**src/rtl/pipelined_addsub_pkg.sv**
```systemverilog
// pipelined_addsub_pkg: default geometry shared by the adder/subtractor and its users.
package pipelined_addsub_pkg;
  localparam int DEF_WIDTH = 32;
  localparam int DEF_STAGES = 4;
endpackage

```
**src/rtl/pipelined_addsub_chunk.sv**
```systemverilog
// addsub_chunk: CHUNK-bit ripple of full-adder cells, also exposing the carry into its MSB.
module addsub_chunk #(
  parameter int CHUNK = 8
) (
  input  logic [CHUNK-1:0] x,
  input  logic [CHUNK-1:0] y,
  input  logic             cin,
  output logic [CHUNK-1:0] sum,
  output logic             cout,
  output logic             c_msb_in
);
  logic c;
  logic cm;
  always_comb begin
    sum = '0;
    c = cin;
    cm = cin;
    for (int i = 0; i < CHUNK; i++) begin
      sum[i] = x[i] ^ y[i] ^ c;
      cm = c;
      c = (x[i] & y[i]) | (c & (x[i] ^ y[i]));
    end
  end
  assign cout = c;
  assign c_msb_in = cm;
endmodule

```
**src/rtl/pipelined_addsub.sv**
```systemverilog
// pipelined_addsub: WIDTH-bit add/subtract, one CHUNK of the carry chain resolved per stage,
// valid/ready on both sides with a combinational backward ready.
module pipelined_addsub
  import pipelined_addsub_pkg::*;
#(
  parameter int WIDTH = DEF_WIDTH,
  parameter int STAGES = DEF_STAGES
) (
  input  logic             clk,
  input  logic             reset,
  input  logic             in_valid,
  output logic             in_ready,
  input  logic [WIDTH-1:0] a,
  input  logic [WIDTH-1:0] b,
  input  logic             ci,
  input  logic             sub,
  output logic             out_valid,
  input  logic             out_ready,
  output logic [WIDTH-1:0] s,
  output logic             co,
  output logic             ovf
);
  localparam int CHUNK = WIDTH / STAGES;
  logic [STAGES-1:0] v, adv, c_q;
  logic [STAGES-1:0][WIDTH-1:0] x_q, y_q, s_q;
  logic ovf_r;
  for (genvar k = 0; k < STAGES; k++) begin : g_st
    logic v_r, c_r, v_in, c_in, cout, c_msb;
    logic [WIDTH-1:0] x_r, y_r, s_r, x_in, y_in, s_in, s_nx;
    logic [CHUNK-1:0] sum;
    if (k == 0) begin : g_head
      assign v_in = in_valid;
      assign x_in = a;
      assign y_in = b ^ {WIDTH{sub}};
      assign s_in = '0;
      assign c_in = ci ^ sub;
    end else begin : g_body
      assign v_in = v[k-1];
      assign x_in = x_q[k-1];
      assign y_in = y_q[k-1];
      assign s_in = s_q[k-1];
      assign c_in = c_q[k-1];
    end
    // A stage can move whenever any stage downstream of it (or the consumer) has room.
    assign adv[k] = out_ready | ~&v[STAGES-1:k];
    assign v[k] = v_r;
    assign c_q[k] = c_r;
    assign x_q[k] = x_r;
    assign y_q[k] = y_r;
    assign s_q[k] = s_r;
    addsub_chunk #(.CHUNK(CHUNK)) u_chunk (
      .x(x_in[k*CHUNK +: CHUNK]),
      .y(y_in[k*CHUNK +: CHUNK]),
      .cin(c_in),
      .sum(sum),
      .cout(cout),
      .c_msb_in(c_msb)
    );
    always_comb begin
      s_nx = s_in;
      s_nx[k*CHUNK +: CHUNK] = sum;
    end
    always_ff @(posedge clk or posedge reset) begin
      if (reset) begin
        v_r <= 1'b0;
        c_r <= 1'b0;
        x_r <= '0;
        y_r <= '0;
        s_r <= '0;
      end else if (adv[k]) begin
        v_r <= v_in;
        if (v_in) begin
          c_r <= cout;
          x_r <= x_in;
          y_r <= y_in;
          s_r <= s_nx;
        end
      end
    end
    if (k == STAGES - 1) begin : g_tail
      always_ff @(posedge clk or posedge reset) begin
        if (reset) ovf_r <= 1'b0;
        else if (adv[k] && v_in) ovf_r <= c_msb ^ cout;
      end
    end
  end
  assign in_ready = adv[0];
  assign out_valid = v[STAGES-1];
  assign s = s_q[STAGES-1];
  assign co = c_q[STAGES-1];
  assign ovf = ovf_r;
endmodule

```
**config.mk**
```make
export PLATFORM = sky130hd
export DESIGN_NAME = pipelined_addsub
export DESIGN_NICKNAME = d
export VERILOG_FILES = /design/src/rtl/pipelined_addsub_pkg.sv /design/src/rtl/pipelined_addsub_chunk.sv /design/src/rtl/pipelined_addsub.sv
export SDC_FILE = /design/constraint.sdc
export NUM_CORES = 1
export LEC_CHECK = 0
export CAP_MARGIN = 20
export CORE_MARGIN = 1
export CORE_UTILIZATION = 40
export CTS_BUF_LIST = sky130_fd_sc_hd__clkbuf_2 sky130_fd_sc_hd__clkbuf_4 sky130_fd_sc_hd__clkbuf_8
export CTS_CLUSTER_DIAMETER = 60
export DETAILED_ROUTE_END_ITERATION = 10
export DONT_BUFFER_PORTS = 1
export PLACE_DENSITY = 0.54
export REMOVE_ABC_BUFFERS = 1
export SETUP_SLACK_MARGIN = 0.05
export SYNTH_ARGS = -nofsm -noshare
export SYNTH_HDL_FRONTEND = slang
export SYNTH_SLANG_ARGS = --single-unit
```
**constraint.sdc**
```tcl
create_clock -name clk -period 10 [get_ports clk]
set_input_delay 1 -clock clk [delete_from_list [all_inputs] [get_ports clk]]
set_output_delay 1 -clock clk [all_outputs]
set_load 0.02 [all_outputs]
```
==> reports/results.tsv <==
metric	value	unit
htreeDepth	4	
hold_class	in -> async	
antenna_found_initial	0	
fmax	238	MHz
hold_viol	0	
place.gp.congestion	0.706	
critPathKind	in -> reg	
start_util	0.411	
wl_per_cell	17.5	µm
grt_overflow_total	0	
rsz0062_at_grt	false	
r2r_end	ovf	
drv_slew	0	
post-route-min-period	4200	ps
cts_made_buffers	17	
setup_violations	0	
synth_enable_flop_cells	0	
synth.avg_cell_area	15.4	µm²
port_buffers	0	
die_height	144	µm
dr.first_iter.drc_count	113	
postCtsHoldBufs	0	
skew	14.2	ps
synth.cell_area	8060	µm²
grt_start_max_net_pins	104	
pin_count	106	
vias	3853	
r2r_setup_slack	6090	ps
cts_tree	done	
power_leakage	3.87	nW
drive_gt1_frac	0.377	
root_buffer	clkbuf_8	
critPathMaxFanout	33	
seq_area	4630	µm²
fin_crit_sh	0.420	
synth_area_leaders	dfrtp_1 (57%), mux2_2 (19%), fa_1 (8.0%)	
core	19600	µm²
yosysWarnings	0	
cellPowerDensity	278	nW/µm²
antennaDiodeCount	0	
final_cells	801	
wirelength	14000	µm
fillers	1756	
synthCells	522	
track_usage	0.148	
tns	0	ps
synth-main-ff-cell	dfrtp_1	
ff2ff_path_depth	13	
cts_resized	0	
maxCapViolCount	0	
worstMarginPinSlew	936	ps
grt_pass1_vias	4227	
dpl.cell_count	768	
slew_headroom	0.374	
num_rows	51	
area.growth.synth_to_final	9.55	%
ant_nets	0	
reg2reg_from	g_st[2].c_r	
cts_setup_buffers	0	
synth.top_cell.area_share	0.575	
cts.sinks	185	
cts_max_path_buffers	2	
die_w	144	µm
crit_path_end_kind	flop	
dieArea	20700	µm²
critPathArrivalTime	4550	ps
dpl.hpwl	9230	µm
cp.required	10350	ps
outcome	complete, no violations	
path_clk_slew	100	ps
multiInputGateArea	3140	µm²
synthArstFlopShare	1.00	
via_per_inst	4.81	
num-nets-final	625	
max-vdd-ir-drop	106	µV
grt_first_pass_wirelength	22600	µm
ys_types	21	
synth-seq-area-share	0.575	
synth_area_leader_cell	dfrtp_1	
drcViolationCount	0	
clock_latency	450	ps
dr.pass1.iters	4	
cp-start-kind	input port	
ys_ff_latch	185	
cells by family (layout without fill, tap and decap cells):
group           count (synthesis)  in the layout  share of synthesized area
simple gates                   12             12                    0.00916
xor+xnor                       34             34                     0.0370
mux                           168            168                      0.244
compound gates                 27             27                     0.0182
flops                         185            185                      0.575
fa+ha+maj                      32             32                     0.0795
buf+inv                        64             78                     0.0379
per-stage QoR:
stage	total power, mW	hold slack [ps]	util	cell area (µm²)	setup slack (ps)
after floorplan	1.72	468	-	7900	3970
after global placement	1.85	482	0.423	8280	5410
after detailed placement	1.89	489	0.424	8300	5320
after CTS	2.50	507	0.449	8800	5820
after global routing	2.64	518	0.450	8820	5720
final	2.45	506	0.450	8820	5800
flip-flops by register name, indices dropped and copies added (netlist names):
register,flops
g_st.c_r,3
g_st.s_r,48
g_st.y_r,48
co,1
g_st.x_r,48
s,32
ovf,1
out_valid,1
g_st.v_r,3
Yosys cell counts, types with 5 or more instances:
library cell / count
nand2_1: 5
mux2_4: 22
buf_2: 13
o21ai_0: 18
mux2i_1: 10
inv_1: 40
xor2_1: 24
fa_1: 32
buf_6: 5
dfrtp_1: 185
mux2_2: 136
xnor2_1: 10
report_power, final:
part	switching, mW	internal, mW	total [mW]	leakage (nW)
clock	0.269	0.336	0.604	0.242
combinational	0.227	0.342	0.569	1.46
sequential	0.253	1.02	1.28	2.17
total	0.749	1.70	2.45	3.87
critical path, stage by stage:
cell and delay, ps:
xnor2_1 130, fa_1 390, inv_1 80, fa_1 160
inv_1 60, fa_1 380, fa_1 400, fa_1 420
fa_1 390, fa_1 380, inv_1 90, fa_1 400
mux2_2 270
layout by cell type, fill, tap and decap left out:
cell type | synthesis | layout
inv_8 | 0 | 2
clkinv_2 | 0 | 1
inv_6 | 0 | 2
buf_4 | 3 | 4
mux2_4 | 22 | 22
buf_12 | 0 | 1
nand2_1 | 5 | 2
a21boi_4 | 0 | 1
inv_1 | 40 | 39
nand4b_1 | 1 | 1
a31oi_1 | 4 | 4
mux2_2 | 136 | 136
fa_1 | 32 | 32
dfrtp_1 | 185 | 185
clkbuf_4 | 0 | 1
clkinvlp_4 | 0 | 2
nand2_2 | 0 | 3
xnor2_1 | 10 | 10
xor2_1 | 24 | 24
and4b_4 | 1 | 1
o21ai_0 | 18 | 18
clkinv_4 | 0 | 1
mux2i_1 | 10 | 10
buf_16 | 0 | 1
clkbuf_8 | 0 | 18
nand2b_1 | 4 | 4
a21oi_1 | 4 | 4
bufinv_16 | 0 | 6
nand3b_1 | 1 | 1
worst max path at each step:
stage	cells after the start	start	slack (ps)	endpoint
after floorplan	1	reset	3970	co
after global placement	13	sub	5410	g_st[0].s_r[7]
after detailed placement	13	sub	5320	g_st[0].s_r[7]
after CTS	13	sub	5820	g_st[0].s_r[7]
after global routing	13	sub	5720	g_st[0].s_r[7]
final	13	sub	5800	g_st[0].s_r[7]
layer usage:
layer  part of all wire  routed length, µm  global-route usage
met2               0.47               6620               0.227
met5                  0                  0                   0
met4              0.010                142              0.0487
met3              0.074               1030              0.0593
met1               0.44               6200               0.189
final cells by class:
cell class	instances	area share
well taps	265	0.0376
repair buffers	6	0.00879
multi-input cells	273	0.355
clock inverters	13	0.0269
flip-flops and latches	185	0.525
inverters	40	0.0179
clock buffers	19	0.0289
Note: power is estimated with default switching activity, not from simulation.
